<file path="src/rtl/load_store_unit_if.sv">
// ----------------------------------------------------------------------------
// load_store_unit_if
//   Bundles the three buses of the load/store unit:
//   - request   (execute stage -> LSU)
//   - response  (LSU -> writeback)
//   - word port (LSU <-> data memory)
//
//   The slave modport is the LSU side. The master modport is the combined
//   environment side: execute stage, writeback stage and data memory.
//
// Signals
//   req_valid / req_ready     request handshake
//   req_write                 1 = store, 0 = load
//   req_f3                    RV32I funct3 width/sign code
//   req_addr / req_wdata      byte address, store data
//   resp_valid / resp_ready   response handshake
//   resp_rdata / resp_err     extended load data, error flag
//   mem_re / mem_we           word read / write strobes
//   mem_idx                   word index
//   mem_wdata / mem_rdata     write word, read word (read is valid the
//                             cycle after mem_re)
// ----------------------------------------------------------------------------
interface load_store_unit_if #(
    parameter int ADDR_W = 32,
    parameter int IDX_W  = 6
) ();
    logic              req_valid;
    logic              req_ready;
    logic              req_write;
    logic [2:0]        req_f3;
    logic [ADDR_W-1:0] req_addr;
    logic [ADDR_W-1:0] req_wdata;

    logic              resp_valid;
    logic              resp_ready;
    logic [ADDR_W-1:0] resp_rdata;
    logic              resp_err;

    logic              mem_re;
    logic              mem_we;
    logic [IDX_W-1:0]  mem_idx;
    logic [ADDR_W-1:0] mem_wdata;
    logic [ADDR_W-1:0] mem_rdata;

    modport slave (
        input  req_valid, req_write, req_f3, req_addr, req_wdata,
        input  resp_ready, mem_rdata,
        output req_ready, resp_valid, resp_rdata, resp_err,
        output mem_re, mem_we, mem_idx, mem_wdata
    );

    modport master (
        output req_valid, req_write, req_f3, req_addr, req_wdata,
        output resp_ready, mem_rdata,
        input  req_ready, resp_valid, resp_rdata, resp_err,
        input  mem_re, mem_we, mem_idx, mem_wdata
    );
endinterface

</file>
<file path="src/rtl/load_store_unit.sv">
// ----------------------------------------------------------------------------
// load_store_unit
//   Byte-addressed load/store front end for a word-organised data memory.
//   The unit takes one request at a time and checks funct3, range and
//   alignment at accept time. It then turns the request into word accesses:
//   - loads:  read the word, then extract and sign/zero-extend the lane
//   - SW:     single word write
//   - SB/SH:  read-modify-write of the containing word
//   Each request produces exactly one response, which is held until it is
//   taken.
//
// Ports
//   clk     in  system clock, rising edge
//   rst_n   in  asynchronous active-low reset
//   bus     load_store_unit_if.slave -- request, response and memory buses
//
// Parameters
//   ADDR_W  byte-address / data width
//   IDX_W   word-index width (2**IDX_W words)
// ----------------------------------------------------------------------------
module load_store_unit #(
    parameter int ADDR_W = 32,
    parameter int IDX_W  = 6
) (
    input  logic                   clk,
    input  logic                   rst_n,
    load_store_unit_if.slave       bus
);

    typedef enum logic [2:0] {
        S_IDLE,
        S_RD,
        S_CAP,
        S_WR,
        S_RESP
    } state_t;

    localparam logic [2:0] F3_B  = 3'b000;
    localparam logic [2:0] F3_H  = 3'b001;
    localparam logic [2:0] F3_W  = 3'b010;
    localparam logic [2:0] F3_BU = 3'b100;
    localparam logic [2:0] F3_HU = 3'b101;

    state_t            r_state;
    state_t            w_next;

    logic              r_write;
    logic [2:0]        r_f3;
    logic [1:0]        r_lane;
    logic [IDX_W-1:0]  r_idx;
    // Holds the raw store data from accept until CAP, then the merged word.
    logic [ADDR_W-1:0] r_mwdata;
    logic [ADDR_W-1:0] r_rdata;
    logic              r_err;

    logic              w_accept;
    logic              w_f3_bad;
    logic              w_range_bad;
    logic              w_misalign;
    logic              w_chk_err;

    // ------------------------------------------------------------------------
    // Load extract: pick the byte/half lane and extend it to full width.
    // ------------------------------------------------------------------------
    function automatic logic [ADDR_W-1:0] f_extract(
        input logic [ADDR_W-1:0] word,
        input logic [2:0]        f3,
        input logic [1:0]        lane
    );
        logic [7:0]  b;
        logic [15:0] h;
        b = word[{lane, 3'b000} +: 8];
        h = word[{lane[1], 4'b0000} +: 16];
        case (f3)
            F3_B:    f_extract = {{(ADDR_W-8){b[7]}}, b};
            F3_BU:   f_extract = {{(ADDR_W-8){1'b0}}, b};
            F3_H:    f_extract = {{(ADDR_W-16){h[15]}}, h};
            F3_HU:   f_extract = {{(ADDR_W-16){1'b0}}, h};
            default: f_extract = word;
        endcase
    endfunction

    // ------------------------------------------------------------------------
    // Store merge: overwrite one byte/half lane of the old word.
    // ------------------------------------------------------------------------
    function automatic logic [ADDR_W-1:0] f_merge(
        input logic [ADDR_W-1:0] old_word,
        input logic [ADDR_W-1:0] wdata,
        input logic [2:0]        f3,
        input logic [1:0]        lane
    );
        logic [ADDR_W-1:0] w;
        w = old_word;
        case (f3)
            F3_B:    w[{lane, 3'b000} +: 8]     = wdata[7:0];
            F3_H:    w[{lane[1], 4'b0000} +: 16] = wdata[15:0];
            default: w = wdata;
        endcase
        return w;
    endfunction

    // ------------------------------------------------------------------------
    // Accept-time checks. Any one of them sends the request straight to RESP
    // with the error flag set, so no memory strobe is ever issued for it.
    // ------------------------------------------------------------------------
    always_comb begin
        w_f3_bad    = 1'b0;
        w_range_bad = 1'b0;
        w_misalign  = 1'b0;

        if (bus.req_write) begin
            w_f3_bad = !(bus.req_f3 == F3_B || bus.req_f3 == F3_H ||
                         bus.req_f3 == F3_W);
        end else begin
            w_f3_bad = (bus.req_f3 == 3'b011) || (bus.req_f3 == 3'b110) ||
                       (bus.req_f3 == 3'b111);
        end

        w_range_bad = |bus.req_addr[ADDR_W-1:IDX_W+2];

        // f3[1:0] distinguishes H/HU (01) from W (10) once f3 is known legal.
        w_misalign = ((bus.req_f3[1:0] == 2'b01) && bus.req_addr[0]) ||
                     ((bus.req_f3[1:0] == 2'b10) && (bus.req_addr[1:0] != 2'b00));
    end

    assign w_chk_err = w_f3_bad || w_range_bad || w_misalign;
    assign w_accept  = (r_state == S_IDLE) && bus.req_valid;

    // ------------------------------------------------------------------------
    // FSM state register
    // ------------------------------------------------------------------------
    always_ff @(posedge clk or negedge rst_n) begin
        if (!rst_n) begin
            r_state <= S_IDLE;
        end else begin
            r_state <= w_next;
        end
    end

    // ------------------------------------------------------------------------
    // FSM next state
    // ------------------------------------------------------------------------
    always_comb begin
        w_next = r_state;
        case (r_state)
            S_IDLE: begin
                if (bus.req_valid) begin
                    if (w_chk_err) begin
                        w_next = S_RESP;
                    end else if (bus.req_write && (bus.req_f3 == F3_W)) begin
                        w_next = S_WR;
                    end else begin
                        w_next = S_RD;
                    end
                end
            end
            S_RD:    w_next = S_CAP;
            S_CAP:   w_next = r_write ? S_WR : S_RESP;
            S_WR:    w_next = S_RESP;
            S_RESP:  if (bus.resp_ready) w_next = S_IDLE;
            default: w_next = S_IDLE;
        endcase
    end

    // ------------------------------------------------------------------------
    // Request latch and data capture. Reset clears everything so that an
    // abandoned access leaves no stale index or write word on the memory port.
    // ------------------------------------------------------------------------
    always_ff @(posedge clk or negedge rst_n) begin
        if (!rst_n) begin
            r_write  <= 1'b0;
            r_f3     <= 3'b000;
            r_lane   <= 2'b00;
            r_idx    <= '0;
            r_mwdata <= '0;
            r_rdata  <= '0;
            r_err    <= 1'b0;
        end else if (w_accept) begin
            r_write  <= bus.req_write;
            r_f3     <= bus.req_f3;
            r_lane   <= bus.req_addr[1:0];
            r_idx    <= bus.req_addr[IDX_W+1:2];
            r_mwdata <= bus.req_wdata;
            r_rdata  <= '0;
            r_err    <= w_chk_err;
        end else if (r_state == S_CAP) begin
            if (r_write) begin
                r_mwdata <= f_merge(bus.mem_rdata, r_mwdata, r_f3, r_lane);
            end else begin
                r_rdata  <= f_extract(bus.mem_rdata, r_f3, r_lane);
            end
        end
    end

    assign bus.req_ready  = (r_state == S_IDLE);
    assign bus.resp_valid = (r_state == S_RESP);
    assign bus.resp_rdata = r_rdata;
    assign bus.resp_err   = r_err;
    assign bus.mem_re     = (r_state == S_RD);
    assign bus.mem_we     = (r_state == S_WR);
    assign bus.mem_idx    = r_idx;
    assign bus.mem_wdata  = r_mwdata;

endmodule

</file>
<file path="src/flat_wrapper.sv">
// flat-port wrapper written by rule: the top's interface ports become plain ports
module load_store_unit_flat 
#(
    parameter int ADDR_W = 32,
    parameter int IDX_W  = 6
)
  (clk, rst_n, bus_req_valid, bus_req_write, bus_req_f3, bus_req_addr, bus_req_wdata, bus_resp_ready, bus_mem_rdata, bus_req_ready, bus_resp_valid, bus_resp_rdata, bus_resp_err, bus_mem_re, bus_mem_we, bus_mem_idx, bus_mem_wdata);
  load_store_unit_if #(.ADDR_W(ADDR_W), .IDX_W(IDX_W)) bus_i ();
  input  logic clk;
  input  logic rst_n;
  input wire logic [$bits(bus_i.req_valid)-1:0] bus_req_valid;
  input wire logic [$bits(bus_i.req_write)-1:0] bus_req_write;
  input wire logic [$bits(bus_i.req_f3)-1:0] bus_req_f3;
  input wire logic [$bits(bus_i.req_addr)-1:0] bus_req_addr;
  input wire logic [$bits(bus_i.req_wdata)-1:0] bus_req_wdata;
  input wire logic [$bits(bus_i.resp_ready)-1:0] bus_resp_ready;
  input wire logic [$bits(bus_i.mem_rdata)-1:0] bus_mem_rdata;
  output wire logic [$bits(bus_i.req_ready)-1:0] bus_req_ready;
  output wire logic [$bits(bus_i.resp_valid)-1:0] bus_resp_valid;
  output wire logic [$bits(bus_i.resp_rdata)-1:0] bus_resp_rdata;
  output wire logic [$bits(bus_i.resp_err)-1:0] bus_resp_err;
  output wire logic [$bits(bus_i.mem_re)-1:0] bus_mem_re;
  output wire logic [$bits(bus_i.mem_we)-1:0] bus_mem_we;
  output wire logic [$bits(bus_i.mem_idx)-1:0] bus_mem_idx;
  output wire logic [$bits(bus_i.mem_wdata)-1:0] bus_mem_wdata;
  assign bus_i.req_valid = bus_req_valid;
  assign bus_i.req_write = bus_req_write;
  assign bus_i.req_f3 = bus_req_f3;
  assign bus_i.req_addr = bus_req_addr;
  assign bus_i.req_wdata = bus_req_wdata;
  assign bus_i.resp_ready = bus_resp_ready;
  assign bus_i.mem_rdata = bus_mem_rdata;
  assign bus_req_ready = bus_i.req_ready;
  assign bus_resp_valid = bus_i.resp_valid;
  assign bus_resp_rdata = bus_i.resp_rdata;
  assign bus_resp_err = bus_i.resp_err;
  assign bus_mem_re = bus_i.mem_re;
  assign bus_mem_we = bus_i.mem_we;
  assign bus_mem_idx = bus_i.mem_idx;
  assign bus_mem_wdata = bus_i.mem_wdata;
  load_store_unit #(.ADDR_W(ADDR_W), .IDX_W(IDX_W)) u_core (.clk(clk), .rst_n(rst_n), .bus(bus_i));
endmodule
</file>
<file path="config.mk">
export PLATFORM = sky130hd
export DESIGN_NAME = load_store_unit_flat
export DESIGN_NICKNAME = d
export VERILOG_FILES = /design/src/rtl/load_store_unit_if.sv /design/src/rtl/load_store_unit.sv /design/src/flat_wrapper.sv
export SDC_FILE = /design/constraint.sdc
export NUM_CORES = 1
export LEC_CHECK = 0
export BUFFER_PORTS_ARGS = -buffer_cell sky130_fd_sc_hd__buf_2
export CORE_AREA = 2 2 94 141
export DETAILED_ROUTE_END_ITERATION = 7
export DIE_AREA = 0 0 96 143
export HOLD_SLACK_MARGIN = 0.1
export PLACE_DENSITY = 0.66
export SYNTH_ARGS = -nofsm -noshare
export SYNTH_HDL_FRONTEND = slang
export SYNTH_SLANG_ARGS = --single-unit
export TNS_END_PERCENT = 5
</file>
<file path="constraint.sdc">
create_clock -name clk -period 4.65 [get_ports clk]
set_input_delay 0.6975 -clock clk [delete_from_list [all_inputs] [get_ports clk]]
set_output_delay 0.6975 -clock clk [all_outputs]
set_load 0.02 [all_outputs]
</file>
==> metrics.md, run 1 <==
| Metric | Value |
|---|---|
| Max-slew violation total from the final report | `0` |
| Worst Hold Class | `register to register` |
| Final WS setup | `1.628 ns` |
| Ys async rst share | `100.0%` |
| Hold_buf cts | `0` |
| Area grow syn2layout | `25.11%` |
| Crit Path Max Fanout | `59` |
| Top FF cell, synth | `dfrtp_1` |
| Die ar. | `around 14000 sq um` |
| Max Cap Violations | `0` |
| Internal power | `roughly 1.5 mW` |
| Fraction of layout cells with a size suffix above 1 | `32.95%` |
| Clock power share | `28.2%` |
| Initial antenna violation count | `2` |
| Vias per Instance | `between 5 and 6` |
| Data required time of the critical path | `4.88 ns` |
| Sw Ratio | `38.53%` |
| Post-synth top area share | `40.95%` |
| GPL Wtd Cong | `0.9623` |
| CTS tree | `yes` |
| Final hold slack | `0.4751 ns` |
| Postcts setup bufs | `0` |
| Tmin final | `3.022 ns` |
| Gate Count Post-Synth | `536` |
| Largest net degree at the start of global routing | `81` |
| Finished Layout Cells | `between 800 and 900` |
| Commonest non-fill, non-tap cells in the layout | `177 x buf_2, 113 x nand2_1, 79 x dfrtp_1` |
| Synth warnings | `0` |
| Synth unique cells | `52` |
| Syn_nets | `645` |
| Critical Path AT | `between 3 and 4 ns` |
| Tot Pwr | `2.499 mW` |
| DRT Pass-1 Iters | `5` |
| Gr ovfl total | `0` |
| TritonCTS Sinks | `80` |
| Synthesized flop and latch total | `80` |
| Tcrit/Tclk final | `about two thirds` |
| Buf+Inv Stages, Crit Path | `1` |
| CP Capture Type | `register` |
| Slew @ Worst Pin | `1.021 ns` |
| Wirelength per Cell | `roughly 20 um` |
| CTS root buf | `clkbuf_16` |
| Die Width | `96 um` |
| Worst path max stage delay | `1.04 ns` |
| Post-synth EDFFs | `0` |
| Remaining antenna violation count | `0` |
| Fillers | `1234` |
| Fmax | `around 330 MHz` |
| Core Area | `12450 sq um` |
| Vias in the first global route | `4811` |
| Leakage power | `2.990 nW` |
| Pwr/cell area | `408.6 nW/um^2` |
| Post-CTS sizing | `0` |
| Dpl cell area | `roughly 5800 sq um` |
| Commonest non-fill, non-tap cell in the layout | `buf_2` |
| Outcome | `complete, no violations` |
| Final Hold Vio Count | `0` |
| Post-route cell area | `6116 sq um` |
| Sw Pwr | `0.9629 mW` |
| # rows | `50` |
| Clk_skew | `0.007137 ns` |
| RSZ-0062 raised after global routing | `false` |
| Crit Path Category | `register to register` |
| Slowest cell on crit path | `dfrtp_2` |
| Comb pwr share | `between 30% and 40%` |
| Dominant cell type by area after synthesis | `dfrtp_1` |
| Via count | `approximately 4900` |
| DRT Wirelength | `16950 um` |
| Synth area leaders | `dfrtp_1 41%, nand2_1 8.7%, a32o_1 4.9%` |
| First-pass GRT wire length | `25770 um` |
| I/O Buffers | `178` |
| DP Wirelength | `12730 um` |
| Crit-path cells | `inv_1 -> ha_1 -> nor4b_1 -> o21a_1 -> mux2_4` |
| CP Launch Type | `register` |
| Post-Place Cells | `830` |
| First DRT Iteration DRCs | `399` |
| Post-layout net count | `794` |
| Post-layout util | `approximately half` |
| Pre-CTS setup slack | `1.703 ns` |
| Crit path max-delay family | `flip-flops` |
| Reg power frac | `37.2%` |
| Initial Util | `around 39%` |
| Overall fraction of global-route tracks in use | `25.17%` |
| Die height | `approximately 140 um` |
| Reg clk slew, reported paths | `0.06 ns` |
| Setup TNS | `0 ns` |
| CTS buffer count | `9` |
| Io pins | `179` |
| Remaining DRCs | `0` |
| Clock buffer depth | `2` |
| Post-synthesis sequential area ratio | `40.95%` |
| Mapped Area | `4888 sq um` |
| VDD IR-drop max | `0.1984 mV` |
| Worst-skew pair later-pin latency | `0.35 ns` |
| # H-tree levels | `3` |
| Final Setup Violations | `0` |
| Synthesized area per cell | `9.120 sq um` |
| Worst slew margin relative to its limit | `a little under a third` |
==> power by group through the flow <==
stage	clock (mW)	combinational [mW]	sequential, mW
floorplan	0	0.519	0.956
global placement	0	0.840	0.936
detailed placement	0	0.854	0.938
CTS	0.709	0.859	0.927
global route	0.745	0.929	0.941
finish	0.706	0.863	0.931
==> state kept, by name (all words and copies together), names as in the netlist <==
register and flops:
u_core.bus.resp_rdata 32, u_core.r_write 1, u_core.bus.mem_wdata 32, u_core.r_lane 2, u_core.bus.resp_err 1, u_core.r_f3 3
u_core.r_state 3, u_core.bus.mem_idx 6
==> Yosys cell counts (4+ instances only) <==
| library cell | n |
|---|---|
| a21boi_0 | 16 |
| ha_1 | 5 |
| inv_1 | 23 |
| buf_1 | 4 |
| a31oi_1 | 16 |
| o211ai_1 | 24 |
| nand2b_1 | 27 |
| nor2_1 | 12 |
| mux2_4 | 8 |
| mux2_2 | 8 |
| nor4_1 | 7 |
| buf_2 | 20 |
| clkbuf_1 | 17 |
| nand2_1 | 113 |
| mux2i_1 | 5 |
| dfrtp_1 | 80 |
| o21ai_0 | 29 |
| o221ai_1 | 18 |
| a22o_1 | 8 |
| nor3_1 | 5 |
| a32o_1 | 24 |
| nor2b_1 | 7 |
| a21oi_1 | 5 |
| nand3_1 | 9 |
| a2bb2oi_1 | 8 |
==> logic make-up (layout without fill, tap and decap cells) <==
group	count (synthesis)	count (layout)	synth area share, %
other cells	0	2	0
simple gates	194	194	19.30
compound gates	165	165	25.70
buf+inv	68	221	6.066
flops	80	80	40.95
fa+ha+maj	5	5	1.280
mux	24	24	6.706
==> layer usage <==
layer  routed length, um  GRT usage (%)  vias up
met5                   0              0        -
met4                 739          13.16        0
met3                 883          3.166       40
met2                8526          41.34      212
met1                6803          31.84     2355
li1                    -              -     2251
==> tightest hold or removal path, cell delays in order (launching register included) <==
cell     delay (ns)
dfrtp_1        0.35
nand2_1        0.05
nand2_1        0.05
==> layout make-up <==
type	instances	area, sq um	area share [%]
multi-input combinational	388	2608	42.63
clock inverter	5	58.81	0.9615
sequential	80	2003	32.75
timing repair buffer	183	930.9	15.22
inverter	23	86.33	1.412
antenna	2	5.005	0.08183
tap	156	195.2	3.191
clock buffer	10	229.0	3.744
==> worst paths after layout <==
check | startpoint | to | slack, ns | depth (start not counted)
min | u_core.bus.resp_rdata[6] | u_core.bus.resp_rdata[6] | 0.48 | 2
max reg2reg | u_core.r_lane[1] | u_core.bus.mem_wdata[7] | 1.63 | 5
max | u_core.r_lane[1] | u_core.bus.mem_wdata[7] | 1.63 | 5
min reg2reg | u_core.bus.resp_rdata[6] | u_core.bus.resp_rdata[6] | 0.48 | 2
min in group asynchronous | rst_n | u_core.bus.mem_idx[3] | 0.49 | 1
max in group asynchronous | rst_n | u_core.bus.mem_wdata[15] | 3.45 | 1
Note: power is estimated with default switching activity, not from simulation.
==> run 2, diff against run 1 <==
==> constraint.sdc (replaced) <==
create_clock -name clk -period 3 [get_ports clk]
set_input_delay 0.45 -clock clk [delete_from_list [all_inputs] [get_ports clk]]
set_output_delay 0.45 -clock clk [all_outputs]
set_load 0.02 [all_outputs]
==> run 2 against run 1 <==
Compared with the run above: critical path type unchanged; utilization up 0.57 points; sequential cell count unchanged; via count up 1.4%; wire length increased by 1.1%; largest cell class unchanged; clock power rose by 67%; first-iteration DRC count down 13%; die area stayed put.
==> metrics.md, run 2 (same netlist as run 1, synthesis figures left out) <==
| Metric | Value |
|---|---|
| First-pass GRT wire length | `25740 um` |
| First DRT Iteration DRCs | `349` |
| CTS tree | `yes` |
| Reg2Reg Depth | `5` |
| Vias per Instance | `5.779` |
| RSZ-0062 raised after global routing | `false` |
| GPL Wtd Cong | `~0.92` |
| DP Wirelength | `13030 um` |
| Core Area | `12450 sq um` |
| Vias in the first global route | `about 4800` |
| DRT Wirelength | `about 17000 um` |
| CTS root buf | `clkbuf_16` |
| Reg2reg setup slack | `0.58 ns` |
| Via count | `4924` |
| Max-slew violation total from the final report | `0` |
| Hold_buf cts | `0` |
| Met1 global-route usage | `around 31%` |
| Fraction of layout cells with a size suffix above 1 | `33.62%` |
| Initial antenna violation count | `0` |
| Final Hold Vio Count | `0` |
| Crit Path Category | `register to register` |
| Die height | `143 um` |
| Largest net degree at the start of global routing | `81` |
| Crit Path Max Fanout | `25` |
| Critical Path AT | `2.65 ns` |
| TritonCTS Sinks | `80` |
| # rows | `50` |
| Slew @ Worst Pin | `1.030 ns` |
| CP Launch Type | `register` |
| Tot Pwr | `3.971 mW` |
| Worst slew margin relative to its limit | `31.35%` |
| Gr ovfl total | `0` |
| I/O Buffers | `178` |
| R2R Path End | `u_core.bus.mem_wdata[4]` |
| Io pins | `approximately 180` |
| Die Width | `96 um` |
| Final hold slack | `0.2813 ns` |
| Global route hottest layer | `met2` |
| Post-CTS sizing | `0` |
| Met2 usage | `41.67%` |
| VDD IR-drop max | `0.2521 mV` |
| DRT Pass-1 Iters | `5` |
| Postcts setup bufs | `0` |
| Commonest non-fill, non-tap cell in the layout | `buf_2` |
| Clock buffer depth | `2` |
| Commonest non-fill, non-tap cells in the layout | `177 x buf_2, 113 x nand2_1, 79 x dfrtp_1` |
| Overall fraction of global-route tracks in use | `25.21%` |
| Tmin final | `2.422 ns` |
| Pwr/cell area | `~640 nW/um^2` |
| Leakage power | `between 3 and 4 nW` |
| Worst Hold Class | `input pin to async pin` |
| M3 GR Usage | `3.483%` |
| Initial Util | `slightly below 40%` |
| Max Cap Violations | `0` |
| # H-tree levels | `3` |
| Post-layout net count | `approximately 800` |
| Post-layout util | `49.70%` |
| Final Setup Violations | `0` |
| Fmax | `412.8 MHz` |
| Reg clk slew, reported paths | `0.06 ns` |
| Remaining DRCs | `0` |
| CTS buffer count | `9` |
| Clk_skew | `just under 0.005 ns` |
| Setup TNS | `0 ns` |
| FF-to-FF Start | `u_core.r_lane[1]` |
| Post-route cell area | `about 6200 sq um` |
| Wirelength per Cell | `20.12 um` |
| CP Capture Type | `register` |
| Data required time of the critical path | `3.23 ns` |
| ANT cells | `0` |
| Area grow syn2layout | `26.57%` |
| Setup crit start | `u_core.r_lane[1]` |
| Remaining antenna violation count | `0` |
| Die ar. | `about 14000 sq um` |
| Tcrit/Tclk final | `80.74%` |
| Fillers | `1219` |
| Worst-skew pair later-pin latency | `0.35 ns` |
| Outcome | `complete, no violations` |
| Dpl cell area | `about 5900 sq um` |
[run 2: cell types whose count changed in the layout (fill, tap and decap cells not counted)]
cell        previous run  this run
clkinv_4               1         0
diode_2                2         0
buf_4                  6        13
clkinv_2               1         0
bufinv_16              1         2
clkinvlp_4             2         3
[run 2: report_power, final]
group | internal, mW | switching, mW
sequential | 1.22 | 0.178
clock | 0.724 | 0.457
combinational | 0.537 | 0.856
total | 2.48 | 1.49
[run 2: worst max path at each step]
stage                               endpoint  slack (ns)  depth (start not counted)
floorplan            u_core.bus.mem_wdata[0]        0.73                          8
global placement     u_core.bus.mem_wdata[2]        0.68                          5
detailed placement   u_core.bus.mem_wdata[4]        0.61                          5
CTS                  u_core.bus.mem_wdata[4]        0.58                          5
global route        u_core.bus.mem_wdata[27]        0.42                          6
finish               u_core.bus.mem_wdata[4]        0.58                          5
[run 2: per-stage QoR]
stage	worst slack, ns	cells
after floorplan	0.7332	536
after global placement	0.6752	837
after detailed placement	0.6128	837
after CTS	0.5779	852
after global routing	0.4163	852
final	0.5778	852
[run 2: cell type report]
class | count | area [sq um] | area share, %
Timing Repair Buffer | 190 | 983.4 | 15.89
Tap cell | 156 | 195.2 | 3.155
Clock inverter | 5 | 82.58 | 1.335
Multi-Input combinational cell | 388 | 2608 | 42.14
Sequential cell | 80 | 2003 | 32.38
Inverter | 23 | 86.33 | 1.395
Clock buffer | 10 | 229.0 | 3.701
[run 2: worst max-delay path, cell delays in order (launching register included)]
cell and delay [ns]:
dfrtp_2 0.52, buf_4 0.27, nor4b_4 0.36, nand3b_4 0.31, o21a_1 0.49, mux2_4 0.35
[run 2: layer usage]
metal	up-vias	part of all wire (%)
met5	-	0
met4	0	4.9
met3	50	6.1
met2	251	50
met1	2354	39
li1	2269	-
==> run 3, diff against run 2 <==
--- a/config.mk
+++ b/config.mk
@@ -5,12 +5,13 @@
 export SDC_FILE = /design/constraint.sdc
 export NUM_CORES = 1
 export LEC_CHECK = 0
+export ABC_AREA = 1
 export BUFFER_PORTS_ARGS = -buffer_cell sky130_fd_sc_hd__buf_2
-export CORE_AREA = 2 2 94 141
+export CORE_AREA = 2 2 97 146
 export DETAILED_ROUTE_END_ITERATION = 7
-export DIE_AREA = 0 0 96 143
+export DIE_AREA = 0 0 99 148
 export HOLD_SLACK_MARGIN = 0.1
-export PLACE_DENSITY = 0.66
+export PLACE_DENSITY = 0.65
 export SYNTH_ARGS = -nofsm -noshare
 export SYNTH_HDL_FRONTEND = slang
 export SYNTH_SLANG_ARGS = --single-unit
==> constraint.sdc (replaced) <==
create_clock -name clk -period 2.39 [get_ports clk]
set_input_delay 0.3585 -clock clk [delete_from_list [all_inputs] [get_ports clk]]
set_output_delay 0.3585 -clock clk [all_outputs]
set_load 0.02 [all_outputs]
==> run 3 against run 2 <==
Compared with the run above: count of clock-buffer cells in the layout increased by 2; critical path depth increased by 3; non-clock buffer count increased by 1; wire length increased by 3.8%; utilization decreased by 0.80 points; largest cell class unchanged; clock skew increased by 0.0015 ns; sequential cell count unchanged; critical path type unchanged.
==> metrics.md, run 3 <==
| Metric | Value |
|---|---|
| Synthesized area per cell | `between 6 and 7 sq um` |
| ANT cells | `0` |
| VDD IR-drop max | `0.6292 mV` |
| I/O Buffers | `178` |
| RSZ-0062 raised after global routing | `false` |
| Post-synth EDFFs | `0` |
| Reg clk slew, reported paths | `0.06 ns` |
| Io pins | `179` |
| R2R Path End | `u_core.bus.mem_wdata[15]` |
| Slowest cell on crit path | `ha_1` |
| Postcts setup bufs | `0` |
| Tcrit/Tclk final | `85.17%` |
| Die ar. | `14650 sq um` |
| Via count | `~5700` |
| Fillers | `around 1400` |
| Hold wc startpoint | `bus_req_addr[7]` |
| Reg2Reg Depth | `8` |
| Crit Path Max Fanout | `9` |
| Die Width | `around 100 um` |
| TritonCTS Sinks | `80` |
| Remaining DRCs | `0` |
| Dpl cell area | `6191 sq um` |
| Fraction of layout cells with a size suffix above 1 | `25.22%` |
| # H-tree levels | `3` |
| Most frequent cell after synthesis | `nand2_1` |
| Clk_skew | `0.006289 ns` |
| Clock buffer depth | `2` |
| Commonest non-fill, non-tap cells in the layout | `283 x nand2_1, 177 x buf_2, 80 x dfrtp_1` |
| Mapped Area | `5279 sq um` |
| Tmin final | `2.036 ns` |
| Crit Path Category | `register to register` |
| DP Wirelength | `13840 um` |
| Slew @ Worst Pin | `0.6355 ns` |
| Synthesized flop and latch total | `80` |
| First DRT Iteration DRCs | `394` |
| # rows | `52` |
| Post-CTS sizing | `0` |
| Top cells by count, synth | `283 x nand2_1, 80 x dfrtp_1, 74 x nor2_1` |
| GPL Wtd Cong | `roughly 0.98` |
| Hold depth | `3` |
| Largest net degree at the start of global routing | `50` |
| Final Setup Violations | `0` |
| Initial antenna violation count | `0` |
| Initial Util | `39.58%` |
| Critical Path AT | `2.30 ns` |
| Reg2reg setup slack | `about 0.35 ns` |
| Worst slew margin relative to its limit | `roughly 57%` |
| Buf+Inv Stages, Crit Path | `1` |
| CP Capture Type | `register` |
| Synth warnings | `0` |
| Outcome | `complete, no violations` |
| First-pass GRT wire length | `~28000 um` |
| Setup TNS | `0 ns` |
| CTS root buf | `clkbuf_16` |
| Storage element area | `about 2000 sq um` |
| CTS tree | `yes` |
| Commonest non-fill, non-tap cell in the layout | `nand2_1` |
| Pwr/cell area | `~1100 nW/um^2` |
| Post-synthesis sequential area ratio | `37.92%` |
| Worst path max stage delay | `0.44 ns` |
| Remaining antenna violation count | `0` |
| Gr ovfl total | `0` |
| Overall fraction of global-route tracks in use | `24.27%` |
| Dominant cell type by area after synthesis | `dfrtp_1` |
| CTS buffer count | `9` |
| Worst Hold Class | `input pin to register` |
| Die height | `148 um` |
| Cell mode on critical path | `nand2_1` |
| FF-to-FF Start | `u_core.r_lane[1]` |
| Multi-input logic area | `approximately 2800 sq um` |
| DR top layer | `met4` |
| Final Hold Vio Count | `0` |
| Wirelength per Cell | `16.32 um` |
| Ys async rst share | `100.0%` |
| Post-route cell area | `6523 sq um` |
| WL met3 | `1187 um` |
| DRT Wirelength | `17790 um` |
| Post-layout net count | `just over 1000` |
| WL met1 | `7231 um` |
| CP Launch Type | `register` |
| Synth unique cells | `39` |
| Crit-path cells | `inv_1 -> ha_1 -> nand2_1 -> o22ai_1 -> nand2_1 -> nand2_1 -> nand3_1 -> o21ai_1` |
| Vias per Instance | `between 5 and 6` |
| Max Cap Violations | `0` |
| Syn_nets | `872` |
| Post-synth top area share | `37.92%` |
| Max-slew violation total from the final report | `0` |
| Data required time of the critical path | `roughly 2.7 ns` |
| Worst-skew pair later-pin latency | `0.35 ns` |
| Gate Count Post-Synth | `763` |
| WL met2 | `8690 um` |
| Fmax | `around 490 MHz` |
| Crit path max-delay family | `simple AND/OR/NAND/NOR gates` |
| Top FF cell, synth | `dfrtp_1` |
| Leakage power | `3.638 nW` |
| DRT Pass-1 Iters | `5` |
| Synth area leaders | `dfrtp_1 38%, nand2_1 20%, nor2_1 5.3%` |
| Hold path endpoint | `u_core.bus.mem_idx[5]` |
| Vias in the first global route | `5513` |
| Area grow syn2layout | `23.56%` |
| Hold_buf cts | `1` |
| Core Area | `between 10000 and 15000 sq um` |
-- run 3: per-stage QoR --
stage | hold WS, ns | utilization [%] | total power, mW | worst slack, ns | instances
6_report | 0.2066 | 48.90 | 7.345 | 0.3544 | 1090
5_1_grt | 0.2293 | 48.90 | 7.852 | 0.2126 | 1090
4_1_cts | 0.2056 | 48.90 | 7.342 | 0.4063 | 1090
3_5_place_dp | 0.3338 | 46.42 | 5.815 | 0.4304 | 1074
3_3_place_gp | 0.3375 | 46.42 | 5.804 | 0.4623 | 1074
2_1_floorplan | 0.06291 | - | 4.818 | 0.5372 | 763
-- run 3: worst max-delay path by stage --
stage,endpoint,slack [ns],startpoint,depth (start not counted)
6_report,u_core.bus.mem_wdata[15],0.35,u_core.r_lane[1],8
4_1_cts,u_core.bus.mem_wdata[5],0.41,u_core.r_f3[0],8
2_1_floorplan,u_core.bus.mem_wdata[8],0.54,u_core.r_lane[1],10
5_1_grt,u_core.bus.mem_wdata[4],0.21,u_core.r_f3[0],8
3_5_place_dp,u_core.bus.mem_wdata[6],0.43,u_core.r_f3[0],8
3_3_place_gp,u_core.bus.mem_wdata[15],0.46,u_core.r_lane[1],8
-- run 3: cell type report --
type | count | area share (%)
repair buffers | 191 | 15.42
flip-flops and latches | 80 | 30.69
clock buffers | 12 | 3.932
well taps | 162 | 3.108
inverters | 54 | 3.146
multi-input cells | 588 | 42.70
clock inverters | 3 | 0.9975
-- run 3: kinds of logic after synthesis --
group	share of synthesized area [%]
buf+inv	9.315
simple gates	36.15
flops	37.92
fa+ha+maj	1.185
compound gates	15.43
-- run 3: report_power, final --
| part | switching [mW] | internal (mW) |
|---|---|---|
| Combinational | 2.57 | 1.19 |
| Sequential | 0.360 | 1.72 |
| Clock | 0.545 | 0.964 |
| Total | 3.47 | 3.87 |
-- run 3: tightest hold or removal path: cells and delay by family --
kind                   cells  cell delay, ns
buffers and inverters      1            0.07
and+or+nand+nor            2            0.09
-- run 3: metal layers --
| metal | vias to the layer above | GRT usage [%] |
|---|---|---|
| met1 | 2606 | 30.35 |
| li1 | 2797 | - |
| met2 | 263 | 40.54 |
| met5 | - | 0 |
| met3 | 40 | 3.546 |
| met4 | 0 | 12.19 |
